## src/rtl/spi_cmd_pkg.sv

```systemverilog
// Shared types for the SPI command sequencer: opcodes, FSM states,
// status-byte bit positions and the debug view exported by the top.
package spi_cmd_pkg;

  typedef enum logic [7:0] {
    OP_WRITE  = 8'h01,
    OP_START  = 8'h02,
    OP_READ   = 8'h03,
    OP_STATUS = 8'h04
  } opcode_e;

  typedef enum logic [3:0] {
    ST_IDLE,
    ST_OPCODE,
    ST_W_ADDR,
    ST_W_MSB,
    ST_W_LSB,
    ST_R_ADDR,
    ST_R_LSB,
    ST_R_MSB,
    ST_DRAIN
  } state_e;

  localparam int STAT_BUSY_BIT = 7;
  localparam int STAT_DONE_BIT = 6;
  localparam int STAT_ERR_BIT  = 5;

  typedef struct packed {
    state_e state;
    logic   sel_active;
    logic   byte_level;
    logic   byte_fall;
  } dbg_t;

  function automatic logic [7:0] status_byte(input logic busy, input logic done,
                                             input logic err);
    logic [7:0] s;
    s = 8'h00;
    s[STAT_BUSY_BIT] = busy;
    s[STAT_DONE_BIT] = done;
    s[STAT_ERR_BIT]  = err;
    return s;
  endfunction

endpackage

```

## src/rtl/spi_sync_edge.sv

```systemverilog
// Multi-flop synchronizer for one asynchronous level plus rise/fall pulses.
// Flops reset to 0 so a level already low at reset release yields no fall.
module spi_sync_edge #(
  parameter int STAGES = 2
) (
  input  logic clk,
  input  logic rst_n,
  input  logic async_in,
  output logic level,
  output logic rise,
  output logic fall
);

  logic [STAGES-1:0] sync_q, sync_d;
  logic              prev_q, prev_d;

  always_comb begin
    sync_d = {sync_q[STAGES-2:0], async_in};
    prev_d = sync_q[STAGES-1];
  end

  always_ff @(posedge clk or negedge rst_n) begin
    if (!rst_n) begin
      sync_q <= '0;
      prev_q <= 1'b0;
    end else begin
      sync_q <= sync_d;
      prev_q <= prev_d;
    end
  end

  assign level = sync_q[STAGES-1];
  assign rise  = sync_q[STAGES-1] & ~prev_q;
  assign fall  = ~sync_q[STAGES-1] & prev_q;

endmodule

```

## src/rtl/spi_cmd_controller.sv

```systemverilog
// Command sequencer between the SPI slave byte interface and the FFT core.
// Optional build macro SPI_CMD_ECHO_EN: echo received data bytes during WRITE frames.
module spi_cmd_controller
  import spi_cmd_pkg::*;
#(
  parameter int ADDR_W      = 8,
  parameter int SYNC_STAGES = 2
) (
  input  logic              clk,
  input  logic              reset,
  input  logic              spi_sel,
  input  logic              spi_byte_done,
  input  logic [7:0]        spi_rx_byte,
  output logic [7:0]        spi_tx_byte,
  output logic              smp_wr_en,
  output logic [ADDR_W-1:0] smp_addr,
  output logic [15:0]       smp_wr_data,
  output logic              res_rd_en,
  output logic [ADDR_W-1:0] res_addr,
  input  logic [15:0]       res_rd_data,
  output logic              fft_start,
  input  logic              fft_busy,
  input  logic              fft_done,
  output logic              err,
  output dbg_t              dbg
);

  logic sel_level, sel_rise, sel_fall;
  logic bd_level, bd_rise, bd_fall;
  logic byte_ev;

  spi_sync_edge #(.STAGES(SYNC_STAGES)) u_sel_sync (
    .clk(clk), .rst_n(reset), .async_in(spi_sel),
    .level(sel_level), .rise(sel_rise), .fall(sel_fall)
  );

  spi_sync_edge #(.STAGES(SYNC_STAGES)) u_bd_sync (
    .clk(clk), .rst_n(reset), .async_in(spi_byte_done),
    .level(bd_level), .rise(bd_rise), .fall(bd_fall)
  );

  // Bytes only count while the frame is selected; the rx byte is stable here.
  assign byte_ev = bd_rise & ~sel_level;

  state_e            state_q, state_d;
  logic [ADDR_W-1:0] ptr_q, ptr_d;
  logic [7:0]        msb_q, msb_d;
  logic [7:0]        lsb_hold_q, lsb_hold_d;
  logic [7:0]        tx_q, tx_d;
  logic              err_q, err_d;
  logic              done_q, done_d;
  logic              rd_pend_q, rd_pend_d;
  logic              smp_wr_en_q, smp_wr_en_d;
  logic [ADDR_W-1:0] smp_addr_q, smp_addr_d;
  logic [15:0]       smp_wr_data_q, smp_wr_data_d;
  logic              res_rd_en_q, res_rd_en_d;
  logic [ADDR_W-1:0] res_addr_q, res_addr_d;
  logic              fft_start_q, fft_start_d;

  always_comb begin
    state_d       = state_q;
    ptr_d         = ptr_q;
    msb_d         = msb_q;
    lsb_hold_d    = lsb_hold_q;
    tx_d          = tx_q;
    err_d         = err_q;
    done_d        = done_q;
    rd_pend_d     = res_rd_en_q;
    smp_wr_en_d   = 1'b0;
    smp_addr_d    = smp_addr_q;
    smp_wr_data_d = smp_wr_data_q;
    res_rd_en_d   = 1'b0;
    res_addr_d    = res_addr_q;
    fft_start_d   = 1'b0;

    // Result RAM answers one cycle after the strobe; MSB goes out now, LSB next byte.
    if (rd_pend_q && state_q == ST_R_LSB) begin
      tx_d       = res_rd_data[15:8];
      lsb_hold_d = res_rd_data[7:0];
    end

    case (state_q)
      ST_IDLE: begin
        tx_d = status_byte(fft_busy, done_q, err_q);
        if (sel_fall) state_d = ST_OPCODE;
      end
      ST_OPCODE: if (byte_ev) begin
        tx_d = 8'h00;
        case (spi_rx_byte)
          OP_WRITE: state_d = ST_W_ADDR;
          OP_READ:  state_d = ST_R_ADDR;
          OP_START: begin
            if (!fft_busy) begin
              fft_start_d = 1'b1;
              done_d      = 1'b0;
            end else begin
              err_d = 1'b1;
            end
            state_d = ST_DRAIN;
          end
          OP_STATUS: begin
            err_d   = 1'b0;
            state_d = ST_DRAIN;
          end
          default: begin
            err_d   = 1'b1;
            state_d = ST_DRAIN;
          end
        endcase
      end
      ST_W_ADDR: if (byte_ev) begin
        ptr_d   = ADDR_W'(spi_rx_byte);
        state_d = ST_W_MSB;
      end
      ST_W_MSB: if (byte_ev) begin
        msb_d   = spi_rx_byte;
`ifdef SPI_CMD_ECHO_EN
        tx_d    = spi_rx_byte;
`else
        tx_d    = 8'h00;
`endif
        state_d = ST_W_LSB;
      end
      ST_W_LSB: if (byte_ev) begin
        smp_wr_en_d   = 1'b1;
        smp_addr_d    = ptr_q;
        smp_wr_data_d = {msb_q, spi_rx_byte};
        ptr_d         = ptr_q + ADDR_W'(1);
`ifdef SPI_CMD_ECHO_EN
        tx_d          = spi_rx_byte;
`else
        tx_d          = 8'h00;
`endif
        state_d       = ST_W_MSB;
      end
      ST_R_ADDR: if (byte_ev) begin
        res_rd_en_d = 1'b1;
        res_addr_d  = ADDR_W'(spi_rx_byte);
        ptr_d       = ADDR_W'(spi_rx_byte) + ADDR_W'(1);
        state_d     = ST_R_LSB;
      end
      ST_R_LSB: if (byte_ev) begin
        tx_d    = lsb_hold_q;
        state_d = ST_R_MSB;
      end
      ST_R_MSB: if (byte_ev) begin
        res_rd_en_d = 1'b1;
        res_addr_d  = ptr_q;
        ptr_d       = ptr_q + ADDR_W'(1);
        state_d     = ST_R_LSB;
      end
      ST_DRAIN: tx_d = 8'h00;
      default:  state_d = ST_IDLE;
    endcase

    // Deselect aborts the frame: a held MSB is simply never written, reads are dropped.
    if (sel_rise) begin
      state_d     = ST_IDLE;
      rd_pend_d   = 1'b0;
      res_rd_en_d = 1'b0;
    end

    if (fft_done) done_d = 1'b1;
  end

  always_ff @(posedge clk or negedge reset) begin
    if (!reset) begin
      state_q       <= ST_IDLE;
      ptr_q         <= '0;
      msb_q         <= 8'h00;
      lsb_hold_q    <= 8'h00;
      tx_q          <= 8'h00;
      err_q         <= 1'b0;
      done_q        <= 1'b0;
      rd_pend_q     <= 1'b0;
      smp_wr_en_q   <= 1'b0;
      smp_addr_q    <= '0;
      smp_wr_data_q <= 16'h0000;
      res_rd_en_q   <= 1'b0;
      res_addr_q    <= '0;
      fft_start_q   <= 1'b0;
    end else begin
      state_q       <= state_d;
      ptr_q         <= ptr_d;
      msb_q         <= msb_d;
      lsb_hold_q    <= lsb_hold_d;
      tx_q          <= tx_d;
      err_q         <= err_d;
      done_q        <= done_d;
      rd_pend_q     <= rd_pend_d;
      smp_wr_en_q   <= smp_wr_en_d;
      smp_addr_q    <= smp_addr_d;
      smp_wr_data_q <= smp_wr_data_d;
      res_rd_en_q   <= res_rd_en_d;
      res_addr_q    <= res_addr_d;
      fft_start_q   <= fft_start_d;
    end
  end

  assign spi_tx_byte    = tx_q;
  assign smp_wr_en      = smp_wr_en_q;
  assign smp_addr       = smp_addr_q;
  assign smp_wr_data    = smp_wr_data_q;
  assign res_rd_en      = res_rd_en_q;
  assign res_addr       = res_addr_q;
  assign fft_start      = fft_start_q;
  assign err            = err_q;
  assign dbg.state      = state_q;
  assign dbg.sel_active = ~sel_level;
  assign dbg.byte_level = bd_level;
  assign dbg.byte_fall  = bd_fall;

endmodule
```

## config.mk

```make
export PLATFORM = sky130hd
export DESIGN_NAME = spi_cmd_controller
export DESIGN_NICKNAME = d
export VERILOG_FILES = /design/src/rtl/spi_cmd_pkg.sv /design/src/rtl/spi_sync_edge.sv /design/src/rtl/spi_cmd_controller.sv
export SDC_FILE = /design/constraint.sdc
export NUM_CORES = 1
export LEC_CHECK = 0
export CAP_MARGIN = 30
export CORE_MARGIN = 5
export CORE_UTILIZATION = 32
export CTS_CLUSTER_DIAMETER = 40
export CTS_CLUSTER_SIZE = 10
export DETAILED_ROUTE_END_ITERATION = 10
export GPL_TIMING_DRIVEN = 0
export SYNTH_ARGS = -nofsm -noshare
export SYNTH_HDL_FRONTEND = slang
export SYNTH_HIERARCHICAL = 1
export SYNTH_SLANG_ARGS = --single-unit
```

## constraint.sdc

```tcl
create_clock -name clk -period 4.1 [get_ports clk]
set_input_delay 0.82 -clock clk [delete_from_list [all_inputs] [get_ports clk]]
set_output_delay 0.82 -clock clk [all_outputs]
set_load 0.01 [all_outputs]
```

==> qor.yml, run 1 <==
run_status:
  status: "finished, final reports clean"
yosys:
  yosysTopAreaCellShare: 0.5272
  ys_seq_elements: 80
  synth.most_common_cell: "dfrtp_1"
  synthTopCellsByCount: "80 x dfrtp_1, 39 x mux2_2, 34 x nand2_1"
  synth_area_um2: 3797
  syn_area_per_cell_um2: 10.73
  yosys.area.top_type: "dfrtp_1"
  synth_edf_count: 0
  async_flop_share: 1.000
  ys_top_cells_by_area: "dfrtp_1 53%, mux2_2 12%, o21ai_0 3.4%"
  synth_ff_type: "dfrtp_1"
  ys_seq_area_frac: 0.5272
  synthCells: 354
  synth.distinct_cells: 48
  yosys_warnings: 6
  synth_fp_nets: 385
route:
  ant_nets: 0
  vias_per_cell: 5.252
  drt_first_pass_iters: 4
  drt-initial-drc-count: 195
  drc_errors: 0
  num_vias: 3104
  wirelength_mm: 10.20
  wire_per_inst_um: 17.26
sta:
  final.period_utilization: 0.7643
  rsz0062_at_grt: "no"
  fin_ws_ns: 0.9663
  maxSlewHeadroom: 0.3470
  finalSetupViolCount: 0
  fin_hold_ws_ns: 0.3470
  fmax_ghz: 0.3191
  post-route-min-period_ns: 3.134
  skew_ns: 0.006136
  worst_slew_pin_slew_ns: 0.9720
  slew_violations: 0
  timing_hold_violations_final: 0
clock_tree:
  clock_sinks: 80
  cts_tree: "done"
  htreeDepth: 3
  cts_buffers: 9
  postCtsSetupBuffers: 0
  cts_hold_buf: 0
  cts_resized: 0
  worstSkewPairLatency_ns: 0.34
  path_clk_slew_ns: 0.06
  clk_path_buf_depth: 2
  root_buffer: "clkbuf_16"
setup_path:
  crit_fanout: 10
  end_kind: "flop"
  slowest_delay_ns: 0.41
  path_buf_inv: 3
  path_cells: "nand2b_1 > clkbuf_1 > nor2_1 > clkbuf_1 > nand2_1 > o21ai_0 > ha_1 > clkbuf_1 > nand4_1 > nor3_1 > a211oi_1 > or3_1 > o211a_1"
  start_kind: "flop"
  cp.required_ns: 4.33
  crit_family: "simple AND/OR/NAND/NOR gates"
  worstSetupPathType: "reg -> reg"
  cp_common_cell: "clkbuf_1"
  slowest_stage: "clkbuf_1"
  cp.arrival_ns: 3.36
grt:
  grt_pass1_vias: 3213
  antenna_found_initial: 0
  grt_max_degree: 42
  grt_usage: 0.1478
  overflow: 0
  grt_pass1_wl_mm: 16.83
floorplanning:
  rows: 39
  core_um2: 11520
  start_util: 0.3297
  die_h_um: 118.9
  dieArea_um2: 14150
  io_pins: 81
  die_w_um: 118.9
hold_path:
  hold_class: "reg -> reg"
pwr:
  ir_drop_mv: 0.2294
  power.density_nw_per_um2: 460.8
  leakage_nw: 2.165
placement:
  port_buffers: 78
  place_ws_ns: 0.6709
  placed_area_um2: 4775
  hpwl_mm: 7.361
  gp_congestion: 0.9082
final_layout:
  diodes: 0
  final_util: 0.4396
  drive_gt1_frac: 0.1607
  area_growth_pct: 33.31
  fin_area_um2: 5062
  finalNetCount: 475
run:
  maxCapViolations: 0
per-layer routing:
layer  global-route usage  vias to the layer above  wire length [µm]
li1                     -                     1469                 -
met1               0.1968                     1513              4710
met2               0.2345                      110              4727
met3              0.03886                       12               642
met4              0.05069                        0               121
met5                    0                        -                 0
registers in the layout, summed over array words and instances (netlist names), 4 cells and up:
name / count
smp_addr: 8
state_q: 4
spi_tx_byte: 8
smp_wr_data: 16
res_addr: 8
ptr_q: 8
lsb_hold_q: 8
msb_q: 8
logic make-up (layout without fill, tap and decap cells):
| logic type | count (synthesis) | count (layout) | synth area share |
|---|---|---|---|
| xor+xnor | 3 | 3 | 0.006921 |
| buf+inv | 31 | 125 | 0.03690 |
| compound gates | 78 | 78 | 0.1344 |
| fa+ha+maj | 1 | 1 | 0.003294 |
| mux | 50 | 50 | 0.1446 |
| simple gates | 111 | 111 | 0.1466 |
| flops | 80 | 80 | 0.5272 |
through the flow:
step	power, mW	setup TNS (ns)	std cells
5_1_grt	2.456	0	591
3_3_place_gp	1.551	-47.40	575
2_1_floorplan	1.284	0	354
4_1_cts	2.352	0	591
6_report	2.333	0	591
3_5_place_dp	1.563	0	576
worst reg2reg max path, cell delays in order (launching register included):
cell and delay (ns):
dfrtp_1 0.39, nand2b_1 0.14, clkbuf_1 0.22, nor2_1 0.28, clkbuf_1 0.41, nand2_1 0.09, o21ai_0 0.09, ha_1 0.17
clkbuf_1 0.34, nand4_1 0.14, nor3_1 0.23, a211oi_1 0.07, or3_1 0.32, o211a_1 0.11
layout make-up:
class	instances	area [µm²]
multi-input combinational	243	1655
buffer	24	113.9
clock buffer	10	229.0
clock inverter	5	58.81
fill	1104	6454
sequential	80	2002
timing repair buffer	79	798.3
tap	143	178.9
inverter	7	26.28
path summary, 6_finish.rpt:
check / depth (start not counted) / endpoint / slack (ns) / startpoint
worst min-delay path: 0 / u_sel_sync/sync_q[1] / 0.35 / u_sel_sync/sync_q[0]
max in group asynchronous: 2 / err / 3.05 / reset
worst max-delay path: 13 / ptr_q[4] / 0.97 / state_q[3]
min in group asynchronous: 1 / smp_wr_data[12] / 0.45 / reset
worst max register to register: 13 / ptr_q[4] / 0.97 / state_q[3]
worst min register to register: 0 / u_sel_sync/sync_q[1] / 0.35 / u_sel_sync/sync_q[0]
where the power goes:
part	switching (mW)	internal (mW)
registers	0.0930	0.896
logic	0.294	0.268
clock network	0.314	0.468
total	0.701	1.63
cells in the final DEF (no fill, tap or decap), types with 3 or more instances in the layout:
cell	instances
a2111oi_0	3
a211oi_1	5
a21oi_1	12
a22oi_1	3
a31oi_1	3
and2b_2	3
and3_1	3
buf_2	7
buf_4	3
clkbuf_1	15
clkbuf_16	9
clkdlybuf4s50_1	77
dfrtp_1	80
inv_1	7
mux2_2	39
mux2i_1	11
nand2_1	34
nand2b_1	5
nand3_1	8
nand4_1	7
nor2_1	21
nor2b_1	6
nor3_1	9
nor4_1	3
o21ai_0	26
o22ai_1	9
or3_1	6
Power figures use the tool's default switching activity.
==> run 2, diff against run 1 <==
==> constraint.sdc (replaced) <==
create_clock -name clk -period 2.8 [get_ports clk]
set_input_delay 0.56 -clock clk [delete_from_list [all_inputs] [get_ports clk]]
set_output_delay 0.56 -clock clk [all_outputs]
set_load 0.01 [all_outputs]
==> run 2 against run 1 <==
Die area is the same. Total power increased by 46%. Clock-buffer cell count unchanged. Wire length grew 0.30%. Non-clock buffer count is 2 higher. Global-route usage unchanged. Sequential power increased by 47%. Clock power increased by 46%. Cell count is 0.34% higher. Register-to-register slack worse by 0.88 ns. Combinational power is 47% higher.
==> qor.yml, run 2 (synthesis gave the netlist of run 1 again) <==
route:
  ant_nets: 0
  wire_per_inst_um: 17.25
  drt_first_pass_iters: 5
  wirelength_mm: 10.23
  drc_errors: 0
  drt-initial-drc-count: 202
  num_vias: 3121
  vias_per_cell: 5.263
grt:
  grt_max_degree: 42
  antenna_found_initial: 0
  grt_pass1_vias: 3210
  grt_pass1_wl_mm: 16.83
  grt_usage: 0.1478
  overflow: 0
sta:
  rsz0062_at_grt: "no"
  fmax_ghz: 0.3683
  tns_ns: 0
  maxSlewHeadroom: 0.3454
  final.period_utilization: 0.9696
  finalSetupViolCount: 0
  worst_slew_pin_slew_ns: 0.9744
  timing_hold_violations_final: 0
  slew_violations: 0
  post-route-min-period_ns: 2.715
  fin_ws_ns: 0.08504
  skew_ns: 0.006715
placement:
  placed_area_um2: 4775
  placedCellCount: 576
  port_buffers: 78
  gp_congestion: 0.9082
  place_ws_ns: -0.3691
  hpwl_mm: 7.361
floorplanning:
  die_w_um: 118.9
  io_pins: 81
  die_h_um: 118.9
  rows: 39
  start_util: 0.3297
  core_um2: 11520
  dieArea_um2: 14150
final_layout:
  diodes: 0
  layout_commonest_cell: "dfrtp_1"
  largest_register_ffs: 16
  drive_gt1_frac: 0.1733
  finalNetCount: 477
  area_growth_pct: 34.04
  nFillCells: 1104
  final_cell_mix: "80 x dfrtp_1, 77 x clkdlybuf4s50_1, 39 x mux2_2, 34 x nand2_1, 26 x o21ai_0"
  fin_area_um2: 5090
  fin_cells: 593
clock_tree:
  clock_sinks: 80
  clk_path_buf_depth: 2
  worstSkewPairLatency_ns: 0.34
  cts_tree: "done"
  htreeDepth: 3
  cts_buffers: 9
  root_buffer: "clkbuf_16"
  path_clk_slew_ns: 0.06
setup_path:
  worstSetupPathType: "reg -> reg"
  cp.required_ns: 3.02
  crit_fanout: 10
  start_kind: "flop"
  end_kind: "flop"
  cp.arrival_ns: 2.94
pwr:
  leakage_nw: 2.181
  ir_drop_mv: 0.3359
  power.density_nw_per_um2: 671.4
  fin_total_pwr_mw: 3.417
run:
  maxCapViolations: 0
hold_path:
  hold_class: "in -> async"
run_status:
  status: "finished, final reports clean"
-- run 2: cell count changes in the layout (fill, tap and decap cells not counted), sizes merged --
cell	change
buf	+3
clkbuf	-1
-- run 2: critical path, cell delays in order (launching register included) --
cell      delay, ns
dfrtp_1        0.38
buf_6          0.14
xor2_1         0.38
nor2_2         0.13
clkbuf_4       0.21
o21ai_0        0.20
ha_2           0.28
nand4_1        0.10
nor3_1         0.25
a211oi_1       0.08
or3_1          0.33
o211a_1        0.11
-- run 2: metal layers --
metal,part of all wire,wire length (µm),global-route usage
met1,0.46,4738,0.1968
met3,0.058,591,0.03886
met5,0,0,0
met4,0.012,126,0.05069
met2,0.47,4773,0.2345
-- run 2: worst paths after layout --
check / start / endpoint / slack [ns] / cells past startpoint
worst max-delay path: state_q[0] / ptr_q[4] / 0.09 / 11
worst min-delay path: reset / smp_wr_data[12] / 0.19 / 1
worst max register to register: state_q[0] / ptr_q[4] / 0.09 / 11
worst min register to register: u_sel_sync/sync_q[0] / u_sel_sync/sync_q[1] / 0.35 / 0
max in group asynchronous: reset / err / 2.01 / 2
min in group clk: u_sel_sync/sync_q[0] / u_sel_sync/sync_q[1] / 0.35 / 0
-- run 2: per-stage QoR --
stage / utilization / hold WS, ns
2_1_floorplan: - / 0.2644
3_3_place_gp: 0.4131 / 0.3334
3_5_place_dp: 0.4146 / 0.3363
4_1_cts: 0.4396 / 0.2190
5_1_grt: 0.4420 / 0.2487
6_report: 0.4420 / 0.1947
-- run 2: final cells by class --
type,instances,area [µm²],share of cell area
multi-input cells,243,1660,0.3262
flip-flops and latches,80,2002,0.3933
inverters,7,26.28,0.005162
plain buffers,23,113.9,0.02237
well taps,143,178.9,0.03515
clock inverters,5,58.81,0.01155
clock buffers,10,229.0,0.04499
repair buffers,82,820.8,0.1613
-- run 2: power breakdown --
group / total [mW] / internal, mW / switching, mW
clock: 1.14 / 0.685 / 0.456
combinational: 0.827 / 0.396 / 0.431
sequential: 1.45 / 1.31 / 0.136
-- run 2: timing repair --
| item | 4_1_cts | 5_1_grt |
|---|---|---|
| endpoints found under the setup margin | 3 | 1 |
| buffers inserted | 0 | 3 |
| endpoints found under the hold margin | 0 | 0 |
| hold buffers | 0 | 0 |
| pin swaps | 0 | 1 |
| resized for setup | 2 | 3 |
==> run 3, diff against run 2 <==
--- a/config.mk
+++ b/config.mk
@@ -6,7 +6,7 @@
 export NUM_CORES = 1
 export LEC_CHECK = 0
 export CAP_MARGIN = 30
-export CORE_MARGIN = 5
+export CORE_MARGIN = 2
 export CORE_UTILIZATION = 32
 export CTS_CLUSTER_DIAMETER = 40
 export CTS_CLUSTER_SIZE = 10
==> run 3 against run 2 <==
First-iteration DRC count is 27% higher. Clock-buffer cell count stayed put. Critical path depth is 1 higher. Largest power group unchanged. Highest routed layer unchanged. Core utilization hardly changed. Setup slack better by 0.068 ns. The flow now finishes with violations (design-rule violations). Sequential share of layout area hardly changed. Die area is 9.8% lower. Global-route usage is 1.5 points higher. Total power is 0.66% lower. Wire length is 2.7% lower. Combinational power is 0.6% lower.
==> qor.yml, run 3 (synthesis gave the netlist of run 1 again) <==
sta:
  fmax_ghz: 0.3778
  worst_slew_pin_slew_ns: 0.8190
  maxSlewHeadroom: 0.4498
  skew_ns: 0.01026
  finalSetupViolCount: 0
  slew_violations: 0
  rsz0062_at_grt: "no"
  final.period_utilization: 0.9454
  post-route-min-period_ns: 2.647
  fin_ws_ns: 0.1529
  timing_hold_violations_final: 0
  fin_hold_ws_ns: 0.1927
clock_tree:
  cts_hold_buf: 0
  clock_sinks: 80
  clk_path_buf_depth: 2
  path_clk_slew_ns: 0.06
  htreeDepth: 3
  cts_buffers: 9
  root_buffer: "clkbuf_16"
  cts_tree: "done"
  worstSkewPairLatency_ns: 0.34
floorplanning:
  die_h_um: 112.9
  dieArea_um2: 12750
  die_w_um: 112.9
  io_pins: 81
  start_util: 0.3297
  core_um2: 11520
  rows: 39
route:
  wirelength_mm: 9.956
  vias_per_cell: 5.197
  ant_nets: 0
  drt-initial-drc-count: 257
  num_vias: 3082
  wire_per_inst_um: 16.79
  drt_first_pass_iters: 8
  drc_errors: 5
hold_path:
  hold_class: "in -> async"
setup_path:
  slowest_stage: "dfrtp_1"
  worstSetupPathType: "reg -> reg"
  critPathLaunch: "state_q[3]"
  crit_family: "simple AND/OR/NAND/NOR gates"
  path_cells: "nand2b_1 > clkbuf_1 > nor2_2 > clkbuf_4 > nand2_1 > o21ai_0 > ha_2 > nand4_1 > nor3_1 > a211oi_1 > or3_1 > o211a_1"
  end_kind: "flop"
  crit_fanout: 10
  start_kind: "flop"
  slowest_delay_ns: 0.40
  cp.arrival_ns: 2.87
  path_buf_inv: 2
  cp.required_ns: 3.02
  r2r_start: "state_q[3]"
grt:
  overflow: 0
  grt_max_degree: 42
  grt_pass1_wl_mm: 16.46
  antenna_found_initial: 0
  grt_pass1_vias: 3148
  grt_usage: 0.1631
pwr:
  power_switching_share: 0.3101
  pwr-share-seq: 0.426
  ir_drop_mv: 0.2958
  internal_power_mw: 2.342
  leakage_nw: 2.178
  power_frac_comb: 0.242
  power.density_nw_per_um2: 667.2
  switchingPower_mw: 1.053
  pwr-share-clk: 0.332
final_layout:
  layout_commonest_cell: "dfrtp_1"
  nFillCells: 1120
  final_util: 0.4419
  largest_register_ffs: 16
  ff_latch_area_um2: 2002
  final_cell_mix: "80 x dfrtp_1, 77 x clkdlybuf4s50_1, 39 x mux2_2, 34 x nand2_1, 26 x o21ai_0"
  finalNetCount: 476
  drive_gt1_frac: 0.1778
  diodes: 0
  multi_input_area_um2: 1668
  area_growth_pct: 34.00
placement:
  hpwl_mm: 7.168
  gp_congestion: 0.9071
  place_ws_ns: -0.3026
  port_buffers: 78
run:
  maxCapViolations: 0
run_status:
  violations: "design-rule violations"
  status: "finished, violations left"
run 3: changes by cell type in the layout (fill, tap and decap cells not counted), sizes merged:
| cell | before | now |
|---|---|---|
| buf | 15 | 14 |
| bufinv | 1 | 0 |
| inv | 7 | 9 |
run 3: worst register-to-register path: cells and delay by family, from the launching register on:
family | cells | cell delay, ns
adders and majority gates | 1 | 0.26
buffers and inverters | 2 | 0.47
AOI/OAI and AO/OA | 3 | 0.30
and+or+nand+nor | 6 | 1.09
DFF | 1 | 0.40
run 3: layout make-up:
cell class,count,share of cell area
Clock buffer,10,0.04696
Tap cell,143,0.03516
Clock inverter,6,0.009835
Buffer,23,0.02238
Multi-Input combinational cell,243,0.3278
Timing Repair Buffer,81,0.1593
Sequential cell,80,0.3934
Inverter,7,0.005164
run 3: final timing paths:
| kind | endpoint | cells past startpoint | slack [ns] |
|---|---|---|---|
| worst max-delay path | ptr_q[4] | 12 | 0.15 |
| worst min-delay path | msb_q[4] | 1 | 0.19 |
| worst max register to register | ptr_q[4] | 12 | 0.15 |
| worst min register to register | u_sel_sync/sync_q[1] | 0 | 0.35 |
| max in group asynchronous | lsb_hold_q[5] | 2 | 2.00 |
| min in group clk | u_sel_sync/sync_q[1] | 0 | 0.35 |
run 3: timing repair:
action                     4_1_cts  5_1_grt
gates resized for setup          2        4
buffers inserted                 0        1
setup endpoints to repair        1        1
gates cloned                     0        0
pin swaps                        0        1
run 3: metrics by stage:
stage          area, µm²  setup TNS (ns)  power, mW  instances
3_5_place_dp        4780         -0.3026      2.283        577
6_report            5089               0      3.395        593
2_1_floorplan       3797               0      1.881        354
5_1_grt             5089               0      3.570        593
4_1_cts             5069               0      3.421        592
3_3_place_gp        4757         -134.92      2.266        575
run 3: routing by layer:
metal  GRT usage  vias to the layer above  part of all wire
li1            -                     1466                 -
met1      0.2308                     1506              0.48
met2      0.2510                       98              0.46
met3     0.02571                       12             0.047
met4     0.06667                        0             0.017
met5           0                        -                 0
run 3: power by group through the flow:
| stage | Clock [mW] | Sequential (mW) | Combinational (mW) |
|---|---|---|---|
| final | 1.13 | 1.45 | 0.822 |
| after global placement | 0 | 1.46 | 0.801 |
| after detailed placement | 0 | 1.47 | 0.813 |
| after floorplan | 0 | 1.47 | 0.415 |
| after global routing | 1.20 | 1.47 | 0.900 |
| after CTS | 1.16 | 1.45 | 0.818 |
